`src/rtl/lane_read_train_pkg.sv`:
```
// Shared types and default constants for the per-lane read-eye training controller.
// The state encodings below are the values exported on TRAIN_STATE.
package lane_read_train_pkg;

  typedef enum logic [3:0] {
    StIdle     = 4'd0,
    StLoad     = 4'd1,
    StWait     = 4'd2,
    StClear    = 4'd3,
    StSample   = 4'd4,
    StEval     = 4'd5,
    StStep     = 4'd6,
    StSeek     = 4'd7,
    StSeekWait = 4'd8,
    StDone     = 4'd9
  } train_state_e;

  localparam int unsigned DefMaxTap    = 128;
  localparam int unsigned DefSettleCyc = 8;
  localparam int unsigned DefSampleCyc = 64;

endpackage

```
`src/rtl/lane_eye_run_tracker.sv`:
```
// Tracks the current and best contiguous passing-tap run during the delay sweep
// and reports the centre tap of the best run.
module lane_eye_run_tracker
  import lane_read_train_pkg::*;
#(
  parameter int unsigned TAP_W = 8
) (
  input  logic             clk_i,
  input  logic             rst_i,
  input  logic             clear_i,
  input  logic             eval_i,
  input  logic             pass_i,
  input  logic             last_i,
  input  logic [TAP_W-1:0] tap_i,
  output logic [TAP_W-1:0] best_start_o,
  output logic [TAP_W-1:0] best_len_o,
  output logic [TAP_W-1:0] best_len_nxt_o,
  output logic [TAP_W-1:0] centre_o
);

  logic [TAP_W-1:0] cur_start_q, cur_start_d;
  logic [TAP_W-1:0] cur_len_q, cur_len_d;
  logic [TAP_W-1:0] best_start_q, best_start_d;
  logic [TAP_W-1:0] best_len_q, best_len_d;
  logic [TAP_W-1:0] cand_start, cand_len, half_len;

  always_comb begin
    cur_start_d  = cur_start_q;
    cur_len_d    = cur_len_q;
    best_start_d = best_start_q;
    best_len_d   = best_len_q;
    cand_start   = cur_start_q;
    cand_len     = cur_len_q;
    if (pass_i) begin
      cand_start = (cur_len_q == '0) ? tap_i : cur_start_q;
      cand_len   = cur_len_q + TAP_W'(1);
    end
    if (clear_i) begin
      cur_start_d  = '0;
      cur_len_d    = '0;
      best_start_d = '0;
      best_len_d   = '0;
    end else if (eval_i) begin
      cur_start_d = cand_start;
      cur_len_d   = pass_i ? cand_len : '0;
      // A run is only scored once it closes; strict compare keeps the lowest start on ties.
      if ((!pass_i || last_i) && (cand_len > best_len_q)) begin
        best_start_d = cand_start;
        best_len_d   = cand_len;
      end
    end
  end

  always_ff @(posedge clk_i) begin
    if (rst_i) begin
      cur_start_q  <= '0;
      cur_len_q    <= '0;
      best_start_q <= '0;
      best_len_q   <= '0;
    end else begin
      cur_start_q  <= cur_start_d;
      cur_len_q    <= cur_len_d;
      best_start_q <= best_start_d;
      best_len_q   <= best_len_d;
    end
  end

  always_comb begin
    half_len = (best_len_q == '0) ? '0 : ((best_len_q - TAP_W'(1)) >> 1);
    centre_o = best_start_q + half_len;
  end

  assign best_start_o   = best_start_q;
  assign best_len_o     = best_len_q;
  assign best_len_nxt_o = best_len_d;

endmodule

```
`src/rtl/lane_read_eye_trainer.sv`:
```
// Per-lane read-eye trainer: sweeps the IOD delay line, scores taps, parks at eye centre.
// Optional status outputs (TRAIN_STATE, EYE_START) exist only with READ_TRAIN_STATUS_EN.
module lane_read_eye_trainer
  import lane_read_train_pkg::*;
#(
  parameter int unsigned MAX_TAP    = DefMaxTap,
  parameter int unsigned TAP_W      = 8,
  parameter int unsigned SETTLE_CYC = DefSettleCyc,
  parameter int unsigned SAMPLE_CYC = DefSampleCyc
) (
  input  logic             FAB_CLK,
  input  logic             SYNC_RST,
  input  logic             TRAIN_START,
  input  logic             EYE_MONITOR_EARLY,
  input  logic             EYE_MONITOR_LATE,
  input  logic             DELAY_LINE_OUT_OF_RANGE,
  output logic             DELAY_LINE_LOAD,
  output logic             DELAY_LINE_MOVE,
  output logic             DELAY_LINE_DIRECTION,
  output logic             EYE_MONITOR_CLEAR_FLAGS,
  output logic             TRAIN_BUSY,
  output logic             TRAIN_DONE,
  output logic             TRAIN_FAIL,
  output logic [TAP_W-1:0] FINAL_TAP,
  output logic [TAP_W-1:0] EYE_WIDTH
`ifdef READ_TRAIN_STATUS_EN
  ,
  output logic [3:0]       TRAIN_STATE,
  output logic [TAP_W-1:0] EYE_START
`endif
);

  localparam int unsigned CntMax = (SETTLE_CYC > SAMPLE_CYC) ? SETTLE_CYC : SAMPLE_CYC;
  localparam int unsigned CntW   = $clog2(CntMax + 1);
  localparam logic [CntW-1:0]  SettleLd = CntW'(SETTLE_CYC - 1);
  localparam logic [CntW-1:0]  SampleLd = CntW'(SAMPLE_CYC - 1);
  localparam logic [TAP_W-1:0] LastTap  = TAP_W'(MAX_TAP - 1);

  train_state_e     state_q, state_d;
  logic [CntW-1:0]  cnt_q, cnt_d;
  logic [TAP_W-1:0] tap_q, tap_d;
  logic             tap_fail_q, tap_fail_d;
  logic             oor_q, oor_d;
  logic             fail_pend_q, fail_pend_d;
  logic             dir_q, dir_d;
  logic             train_fail_q, train_fail_d;
  logic [TAP_W-1:0] final_tap_q, final_tap_d;
  logic [TAP_W-1:0] eye_width_q, eye_width_d;
`ifdef READ_TRAIN_STATUS_EN
  logic [TAP_W-1:0] eye_start_q, eye_start_d;
`endif

  logic             load, move, clr_flags, trk_clear, trk_eval, scan_last;
  logic [TAP_W-1:0] best_start, best_len, best_len_nxt, centre;

  lane_eye_run_tracker #(
    .TAP_W(TAP_W)
  ) u_run_tracker (
    .clk_i         (FAB_CLK),
    .rst_i         (SYNC_RST),
    .clear_i       (trk_clear),
    .eval_i        (trk_eval),
    .pass_i        (!tap_fail_q),
    .last_i        (scan_last),
    .tap_i         (tap_q),
    .best_start_o  (best_start),
    .best_len_o    (best_len),
    .best_len_nxt_o(best_len_nxt),
    .centre_o      (centre)
  );

  assign scan_last = (tap_q == LastTap) || oor_q;

  always_comb begin
    state_d      = state_q;
    cnt_d        = cnt_q;
    tap_d        = tap_q;
    tap_fail_d   = tap_fail_q;
    oor_d        = oor_q;
    fail_pend_d  = fail_pend_q;
    dir_d        = dir_q;
    train_fail_d = train_fail_q;
    final_tap_d  = final_tap_q;
    eye_width_d  = eye_width_q;
`ifdef READ_TRAIN_STATUS_EN
    eye_start_d  = eye_start_q;
`endif
    load      = 1'b0;
    move      = 1'b0;
    clr_flags = 1'b0;
    trk_clear = 1'b0;
    trk_eval  = 1'b0;

    // Out-of-range anywhere in the settle/score window kills this tap and ends the scan.
    if ((state_q == StWait || state_q == StClear || state_q == StSample) &&
        DELAY_LINE_OUT_OF_RANGE) begin
      tap_fail_d = 1'b1;
      oor_d      = 1'b1;
    end

    unique case (state_q)
      StIdle, StDone: begin
        if (TRAIN_START) begin
          state_d      = StLoad;
          tap_d        = '0;
          trk_clear    = 1'b1;
          train_fail_d = 1'b0;
          fail_pend_d  = 1'b0;
          oor_d        = 1'b0;
        end
      end
      StLoad: begin
        load = 1'b1;
        if (fail_pend_q) begin
          state_d      = StDone;
          tap_d        = '0;
          train_fail_d = 1'b1;
          final_tap_d  = '0;
          eye_width_d  = '0;
`ifdef READ_TRAIN_STATUS_EN
          eye_start_d  = '0;
`endif
        end else begin
          state_d    = StWait;
          cnt_d      = SettleLd;
          tap_fail_d = 1'b0;
        end
      end
      StWait: begin
        if (cnt_q == '0) state_d = StClear;
        else cnt_d = cnt_q - CntW'(1);
      end
      StClear: begin
        clr_flags = 1'b1;
        state_d   = StSample;
        cnt_d     = SampleLd;
      end
      StSample: begin
        if (EYE_MONITOR_EARLY || EYE_MONITOR_LATE) tap_fail_d = 1'b1;
        if (cnt_q == '0) state_d = StEval;
        else cnt_d = cnt_q - CntW'(1);
      end
      StEval: begin
        trk_eval = 1'b1;
        if (scan_last) begin
          if (best_len_nxt == '0) begin
            fail_pend_d = 1'b1;
            state_d     = StLoad;
          end else begin
            state_d = StSeek;
          end
        end else begin
          state_d = StStep;
        end
      end
      StStep: begin
        move       = 1'b1;
        dir_d      = 1'b1;
        tap_d      = tap_q + TAP_W'(1);
        state_d    = StWait;
        cnt_d      = SettleLd;
        tap_fail_d = 1'b0;
      end
      StSeek: begin
        if (tap_q == centre) begin
          state_d     = StDone;
          final_tap_d = tap_q;
          eye_width_d = best_len;
`ifdef READ_TRAIN_STATUS_EN
          eye_start_d = best_start;
`endif
        end else begin
          move    = 1'b1;
          dir_d   = 1'b0;
          tap_d   = tap_q - TAP_W'(1);
          state_d = StSeekWait;
          cnt_d   = SettleLd;
        end
      end
      StSeekWait: begin
        if (cnt_q == '0) state_d = StSeek;
        else cnt_d = cnt_q - CntW'(1);
      end
      default: state_d = StIdle;
    endcase
  end

  always_ff @(posedge FAB_CLK) begin
    if (SYNC_RST) begin
      state_q      <= StIdle;
      cnt_q        <= '0;
      tap_q        <= '0;
      tap_fail_q   <= 1'b0;
      oor_q        <= 1'b0;
      fail_pend_q  <= 1'b0;
      dir_q        <= 1'b0;
      train_fail_q <= 1'b0;
      final_tap_q  <= '0;
      eye_width_q  <= '0;
`ifdef READ_TRAIN_STATUS_EN
      eye_start_q  <= '0;
`endif
    end else begin
      state_q      <= state_d;
      cnt_q        <= cnt_d;
      tap_q        <= tap_d;
      tap_fail_q   <= tap_fail_d;
      oor_q        <= oor_d;
      fail_pend_q  <= fail_pend_d;
      dir_q        <= dir_d;
      train_fail_q <= train_fail_d;
      final_tap_q  <= final_tap_d;
      eye_width_q  <= eye_width_d;
`ifdef READ_TRAIN_STATUS_EN
      eye_start_q  <= eye_start_d;
`endif
    end
  end

  // Direction must be valid in the MOVE cycle itself, so expose the next value.
  assign DELAY_LINE_DIRECTION    = dir_d;
  assign DELAY_LINE_LOAD         = load;
  assign DELAY_LINE_MOVE         = move;
  assign EYE_MONITOR_CLEAR_FLAGS = clr_flags;
  assign TRAIN_BUSY              = (state_q != StIdle) && (state_q != StDone);
  assign TRAIN_DONE              = (state_q == StDone);
  assign TRAIN_FAIL              = train_fail_q;
  assign FINAL_TAP               = final_tap_q;
  assign EYE_WIDTH               = eye_width_q;
`ifdef READ_TRAIN_STATUS_EN
  assign TRAIN_STATE             = state_q;
  assign EYE_START               = eye_start_q;
`endif

endmodule

```
`config.mk`:
```
export PLATFORM = sky130hd
export DESIGN_NAME = lane_read_eye_trainer
export DESIGN_NICKNAME = d
export VERILOG_FILES = /design/src/rtl/lane_read_train_pkg.sv /design/src/rtl/lane_eye_run_tracker.sv /design/src/rtl/lane_read_eye_trainer.sv
export SDC_FILE = /design/constraint.sdc
export NUM_CORES = 1
export LEC_CHECK = 0
export ABC_AREA = 1
export ABC_CLOCK_PERIOD_IN_PS = 3700
export CAP_MARGIN = 20
export CORE_AREA = 3 3 94 96
export DETAILED_ROUTE_END_ITERATION = 16
export DIE_AREA = 0 0 97 99
export PLACE_DENSITY = 0.85
export SLEW_MARGIN = 20
export SYNTH_ARGS = -nofsm -noshare
export SYNTH_HDL_FRONTEND = slang
export SYNTH_HIERARCHICAL = 1
export SYNTH_SLANG_ARGS = --single-unit
```
`constraint.sdc`:
```
create_clock -name FAB_CLK -period 3.7 [get_ports FAB_CLK]
set_clock_uncertainty 0.2 [all_clocks]
set_input_delay 0.74 -clock FAB_CLK [delete_from_list [all_inputs] [get_ports FAB_CLK]]
set_output_delay 0.74 -clock FAB_CLK [all_outputs]
set_load 0.02 [all_outputs]
```
==> metrics.md, run 1 <==
| Metric | Value |
|---|---|
| Final WS setup | -359 ps |
| CTS tree | done |
| Critical Path Max Stage Delay | 380 ps |
| CTS Sinks | 72 |
| Failing checks | setup timing |
| HPWL Detailed | 9170 um |
| CTS max path bufs | 2 |
| Htree depth | 3 |
| ANT cells | 0 |
| Most common cell after layout, fill and taps aside | nand2_1 |
| Total gr overflow | 0 |
| Post-synthesis cell type count | 46 |
| Total track usage | 0.267 |
| Synthesized area | 0.00478 mm2 |
| DR pass1 iterations | 5 |
| Fin. Hold Viols | 0 |
| Fin Setup TNS | -2380 ps |
| FFs w/ async S/R, synth | 0 |
| Critical Path Slowest Stage Cell | dfxtp_1 |
| Worst Path Max Fanout | 4 |
| Count of buffer and inverter cells on the critical path | 3 |
| Core footprint | 0.00813 mm2 |
| Tcrit/Tclk final | 1.10 |
| DR iter-0 viols | 301 |
| Worst Path Arrival | 3120 ps |
| Latest clock arrival within the worst-skew pair | 370 ps |
| Critical path cell sequence | buf_4, nor4_4, nor3_2, ha_1, a21oi_2, o21ai_4, nand2_1, nand2_1, a21oi_2, inv_1, nand2_1, nand2_1, xor2_1, nor2_1, nand3_2, nand2_2, nand2_2, nand2_2, buf_6 |
| CP most frequent cell | nand2_1 |
| Cells after synthesis | 710 |
| CTS root buf | clkbuf_8 |
| Outcome | finished with violations |
| I/O Pins | 29 |
| Peak VDD IR | 294 uV |
| Routed len/inst | 14.9 um |
| Top_reg_cell synth | dfxtp_1 |
| Via count | 4919 |
| Post-Syn Area per Cell | 6.73 um2 |
| Vias in the first global route | 4533 |
| Least-Margin Pin Slew | 663 ps |
| Fin util | 0.725 |
| Ys Warns | 6 |
| Fill count | 587 |
| First-pass GRT wire length | 21000 um |
| Unrepaired setup endpoints after global routing | true |
| FP Rows | 33 |
| Layout area overhead | 23.4% |
| Element type at the critical path start | register |
| Syn_nets | 740 |
| Most frequent cells in the layout | nand2_1, inv_1, dfxtp_1 |
| Multi-input logic area | 0.00298 mm2 |
| Fin crit period | 4060 ps |
| Routed wire length | 13200 um |
| Layout cell share with drive strength beyond 1 | 0.222 |
| Reg clk slew, reported paths | 80 ps |
| CTS Buf Count | 9 |
| CP top delay family | simple AND/OR/NAND/NOR gates |
| Total power draw | 0.00262 W |
| Max Cap Violations | 0 |
| Post-route DRC | 0 |
| Initial Utilization | 0.587 |
| Final ANT Viol Nets | 0 |
| Final Net Count | 810 |
| Number of synthesized register bits | 72 |
| Number of synthesized flops with an enable pin | 0 |
| Routability Congestion | 0.991 |
| Largest net degree at the start of global routing | 37 |
| Count of pins over their slew limit | 0 |
| CP Capture Type | output pin |
| Initial antenna violation count | 0 |
| Cell Pwr Density | 444 mW/mm2 |
| WP data required | 2760 ps |
| Buffers on Ports | 28 |
| Die width | 97 um |
| Die area | 0.00960 mm2 |
| Lkg Pwr | 2.80 nW |
| Pre-CTS setup slack | -514 ps |
| Min-Delay Path Class | register to register |
| Vias per Instance | 5.53 |
| Worst rel slew slack | 0.556 |
| Max Freq | 0.246 GHz |
| Seq/Total Area, Yosys | 0.302 |
| Die span in y | 99 um |
| Setup violators final | 28 |
| FF/Latch Area | 0.00144 mm2 |
| CP Class | register to output pin |
| Hold WS | 265 ps |
[area by class of cell]
type,count,share of cell area
Inverter,116,0.0760
Clock buffer,12,0.0263
Timing Repair Buffer,79,0.116
Multi-Input combinational cell,502,0.506
Tap cell,105,0.0223
Sequential cell,72,0.245
Clock inverter,4,0.00870
[power breakdown]
| part | internal, W | switching (W) |
|---|---|---|
| combinational | 0.000371 | 0.000687 |
| sequential | 0.000842 | 0.0000581 |
| clock | 0.000350 | 0.000309 |
| total | 0.00156 | 0.00105 |
[Yosys cell counts, types with 2 or more instances]
master,number,area [um2]
ha_1,23,288
o21ai_0,24,120
nand2_2,17,106
nor3_2,2,20.0
inv_1,102,383
nand4_1,9,56.3
nand2_4,6,67.6
dfxtp_1,72,1440
xnor2_1,8,70.1
o21ai_1,13,65.1
nand3_2,8,80.1
a41oi_1,3,26.3
buf_6,6,67.6
nor2_2,4,25.0
nor3_1,7,35.0
a21oi_1,59,295
xor2_1,13,114
inv_2,12,45.0
a21oi_2,2,17.5
nor4_1,5,31.3
clkbuf_1,9,33.8
buf_2,3,15.0
nor2_1,72,270
nor2_4,3,33.8
nand2_1,145,544
nand3_1,55,275
o21ai_2,9,78.8
[logic make-up after synthesis]
family                   after synthesis  share of synthesized area
AND/OR/NAND/NOR                      338                      0.334
buffers and inverters                136                      0.119
AO/OA/AOI/OAI                        119                      0.143
flip-flops                            72                      0.302
adder cells (fa/ha/maj)               24                     0.0644
XOR/XNOR                              21                     0.0385
[final timing paths]
path                                           from                        end  slack, ps  depth (start not counted)
min                       EYE_WIDTH[3]$_SDFFE_PP0P_  EYE_WIDTH[3]$_SDFFE_PP0P_        260                          2
max reg2reg  u_run_tracker/best_len_o[2]$_SDFF_PP0_  FINAL_TAP[6]$_SDFFE_PP0P_       -160                         25
min reg2reg               EYE_WIDTH[3]$_SDFFE_PP0P_  EYE_WIDTH[3]$_SDFFE_PP0P_        260                          2
max          u_run_tracker/best_len_o[2]$_SDFF_PP0_       DELAY_LINE_DIRECTION       -360                         19
[sequential cells by signal, summed over array words and instances (netlist names)]
name / count
FINAL_TAP: 8
dir_q: 1
u_run_tracker/cur_len_q: 8
tap_q: 8
TRAIN_FAIL: 1
u_run_tracker/best_start_o: 8
EYE_WIDTH: 8
u_run_tracker/best_len_o: 8
state_q: 4
u_run_tracker/cur_start_q: 8
fail_pend_q: 1
oor_q: 1
tap_fail_q: 1
cnt_q: 7
[per-stage QoR]
| step | instances | cell area [um2] |
|---|---|---|
| after floorplan | 710 | 4780 |
| after detailed placement | 866 | 5380 |
| after global routing | 890 | 5900 |
| after global placement | 866 | 5380 |
| after CTS | 888 | 5760 |
| final | 890 | 5900 |
[per-layer routing]
metal | up-vias | global-route usage | wire length [um] | share of wire
met2 | 183 | 0.448 | 6400 | 0.48
met5 | - | 0 | 0 | 0
met3 | 41 | 0.0559 | 878 | 0.066
met4 | 0 | 0.116 | 384 | 0.029
li1 | 2426 | - | - | -
met1 | 2269 | 0.333 | 5560 | 0.42
[timing repair]
item                                    4_1_cts  5_1_grt
hold buffers                                  0        0
buffers inserted                              6        3
pin swaps                                    19       40
endpoints found under the setup margin        2       37
resized for setup                            45       29
[worst register-to-register path, cell delays in order, from the launching register on]
cell     delay (ps)
dfxtp_1         380
buf_4           190
nor4_4          270
nor3_2           80
ha_1            350
a21oi_2         190
o21ai_4          80
nand2_1          60
nand2_1          70
a21oi_2         150
inv_1            60
nand2_1          90
nand2_1          80
xor2_1          140
nor2_1          120
nand3_2         100
buf_4           140
buf_4           120
buf_4           120
buf_4           150
inv_6            90
nand2_4         100
nand2_4         110
buf_6           130
o21ai_0          80
a21oi_1         130
(Power assumes the default switching activity.)
==> run 2, diff against run 1 <==
--- a/config.mk
+++ b/config.mk
@@ -7,11 +7,11 @@
 export LEC_CHECK = 0
 export ABC_AREA = 1
 export ABC_CLOCK_PERIOD_IN_PS = 3700
-export CAP_MARGIN = 20
-export CORE_AREA = 3 3 94 96
+export CAP_MARGIN = 5
+export CORE_AREA = 4 4 95 97
 export DETAILED_ROUTE_END_ITERATION = 16
-export DIE_AREA = 0 0 97 99
-export PLACE_DENSITY = 0.85
+export DIE_AREA = 0 0 99 101
+export PLACE_DENSITY_LB_ADDON = 0.2
 export SLEW_MARGIN = 20
 export SYNTH_ARGS = -nofsm -noshare
 export SYNTH_HDL_FRONTEND = slang
==> run 2 against run 1 <==
Compared with the run above:
- the flow still finishes with violations (setup timing)
- core utilization increased by 0.66 points
- die area increased by 4.1%
- first-iteration DRC count increased by 13%
- global-route usage decreased by 1.6 points
- worst setup slack got worse by 31 ps
- critical path depth decreased by 2
- final cell count increased by 0.79%
- combinational power about the same
- flip-flop and latch count unchanged
- register-to-register slack improved by 290 ps
- clock power decreased by 4.2%
- count of clock-buffer cells in the layout decreased by 3
- highest routed layer unchanged
==> metrics.md, run 2 (same netlist as run 1, synthesis figures left out) <==
| Metric | Value |
|---|---|
| Total power draw | 0.00257 W (-1.7%) |
| Via count | 4875 (-0.89%) |
| Min-Delay Path Class | register to register |
| FP Rows | 33 (unchanged) |
| Die width | 99 um (+2.1%) |
| Layout area overhead | 24.6% |
| Vias in the first global route | 4367 (-3.7%) |
| Worst Path Max Fanout | 4 (unchanged) |
| Worst rel slew slack | 0.669 (+0.113) |
| Worst Setup SP | u_run_tracker/best_len_o[1]$_SDFF_PP0_ |
| Critical Path Max Stage Delay | 340 ps (-40 ps) |
| Max Freq | 0.244 GHz (-0.75%) |
| HPWL Detailed | 9320 um (+1.6%) |
| Lkg Pwr | 2.82 nW (+0.93%) |
| Total gr overflow | 0 (unchanged) |
| ANT cells | 0 (unchanged) |
| Placed cell count | 873 (+0.81%) |
| Post-route DRC | 0 (unchanged) |
| Post-route cell area | 0.00595 mm2 (+0.91%) |
| CTS Buf Count | 9 (unchanged) |
| Setup violators final | 2 (-93%) |
| Final WS setup | -390 ps (-30.6 ps) |
| CP Capture Type | output pin |
| Max Cap Violations | 0 (unchanged) |
| Element type at the critical path start | register |
| Final cell count without fillers | 897 (+0.79%) |
| Placed Area | 0.00544 mm2 (+0.98%) |
| Hold_sp | oor_q$_SDFF_PP0_ |
| Count of buffer and inverter cells on the critical path | 3 (unchanged) |
| I/O Pins | 29 (unchanged) |
| CP Class | register to output pin |
| Buffers on Ports | 28 (unchanged) |
| Cell Pwr Density | 432 mW/mm2 (-2.6%) |
| Peak VDD IR | 285 uV (-3.1%) |
| Latest clock arrival within the worst-skew pair | 360 ps (about the same) |
| Outcome | finished with violations |
| CTS root buf | clkbuf_8 |
| Most frequent cells in the layout | nand2_1, inv_1, dfxtp_1 |
| Unrepaired setup endpoints after global routing | true |
| Layout cell share with drive strength beyond 1 | 0.229 (+0.00688) |
| Pre-CTS setup slack | -585 ps (-71.1 ps) |
| Initial Utilization | 0.587 (unchanged) |
| Vias per Instance | 5.43 (-1.7%) |
| Reg clk slew, reported paths | 90 ps (about the same) |
| Die area | 0.0100 mm2 (+4.1%) |
| Fin. Hold Viols | 0 (unchanged) |
| CTS tree | done |
| Total track usage | 0.251 (-0.0156) |
| DR pass1 iterations | 5 (unchanged) |
| Routability Congestion | 0.958 (-3.4%) |
| CP top delay family | simple AND/OR/NAND/NOR gates |
| Tcrit/Tclk final | 1.11 (+0.00828) |
| CTS Sinks | 72 (unchanged) |
| Critical Path Slowest Stage Cell | dfxtp_2 |
| Least-Margin Pin Slew | 491 ps (-172 ps) |
| Critical R2R Launch | u_run_tracker/best_len_o[1]$_SDFF_PP0_ |
| Critical path cell sequence | buf_6, nor3_4, nand3_2, nor2_2, a21oi_1, nor3_2, ha_4, a21oi_4, nand3_2, xor2_1, xor2_1, nor2_1, nand3_2, nand2_2, buf_6, nand2_4, buf_6 |
| Routed wire length | 12900 um (-2.5%) |
| CTS max path bufs | 2 (unchanged) |
| WP data required | 2760 ps (about the same) |
| Failing checks | setup timing |
| Routed len/inst | 14.4 um (-3.2%) |
| Final Net Count | 817 (+0.86%) |
| DR iter-0 viols | 341 (+13%) |
| Htree depth | 3 (unchanged) |
| First-pass GRT wire length | 20400 um (-2.9%) |
| Hold-fix buffer count after cts | 0 (unchanged) |
| Most common cell after layout, fill and taps aside | nand2_1 |
| Die span in y | 101 um (+2.0%) |
| Count of pins over their slew limit | 0 (unchanged) |
| Fill count | 642 (+9.4%) |
| Final ANT Viol Nets | 0 (unchanged) |
| Fin Setup TNS | -751 ps (+1630 ps) |
| Core footprint | 0.00813 mm2 (unchanged) |
| Fin crit period | 4090 ps (+30.6 ps) |
| Largest net degree at the start of global routing | 24 (-35%) |
| Initial antenna violation count | 0 (unchanged) |
| Worst Path Arrival | 3150 ps (+30 ps) |
## run 2: cell count changes in the layout (fill, tap and decap cells not counted), sizes merged
cell / change
clkbuf: -3
a21oi: +1
clkinv: +3
buf: +6
## run 2: worst reg2reg max path, stage by stage (launching register included)
cell     delay [ps]
dfxtp_2         340
buf_6           120
nor3_4          190
nand3_2         140
nor2_2          130
a21oi_1          80
nor3_2          340
ha_4            290
a21oi_4         140
nand3_2          90
xor2_1          160
xor2_1          140
nor2_1          130
nand3_2         110
buf_4           150
buf_4           140
inv_6           100
nand2_8          80
nand2_4          80
inv_2           110
a21oi_1         160
nor2_1           60
## run 2: cell type report
class	instances	area [um2]	area share
clock buffers	9	124	0.0208
clock inverters	7	70.1	0.0118
inverters	116	443	0.0744
multi-input cells	503	3010	0.505
flip-flops and latches	72	1450	0.243
well taps	105	131	0.0221
repair buffers	85	729	0.123
## run 2: per-layer routing
metal	part of all wire	global-route usage
met4	0.015	0.0651
met1	0.45	0.343
met5	0	0
met3	0.060	0.0491
met2	0.47	0.408
## run 2: worst paths after layout
check | endpoint | slack [ps] | cells after the start
max | DELAY_LINE_MOVE | -390 | 17
min reg2reg | oor_q$_SDFF_PP0_ | 260 | 2
max reg2reg | FINAL_TAP[5]$_SDFFE_PP0P_ | 130 | 21
min | oor_q$_SDFF_PP0_ | 260 | 2
## run 2: repair_timing
action / CTS / global route
resized for setup: 43 / 29
pin swaps: 18 / 22
setup endpoints to repair: 2 / 35
cloned: 0 / 1
buffers inserted: 3 / 4
## run 2: power breakdown
| group | internal [W] | switching (W) | total (W) |
|---|---|---|---|
| registers | 0.000841 | 0.0000570 | 0.000898 |
| logic | 0.000359 | 0.000684 | 0.00104 |
| clock network | 0.000311 | 0.000319 | 0.000631 |
| total | 0.00151 | 0.00106 | 0.00257 |
## run 2: through the flow
stage / hold slack, ps / util
2_1_floorplan: 226 / -
3_3_place_gp: 239 / 0.668
3_5_place_dp: 250 / 0.668
4_1_cts: 264 / 0.710
5_1_grt: 284 / 0.732
6_report: 263 / 0.732
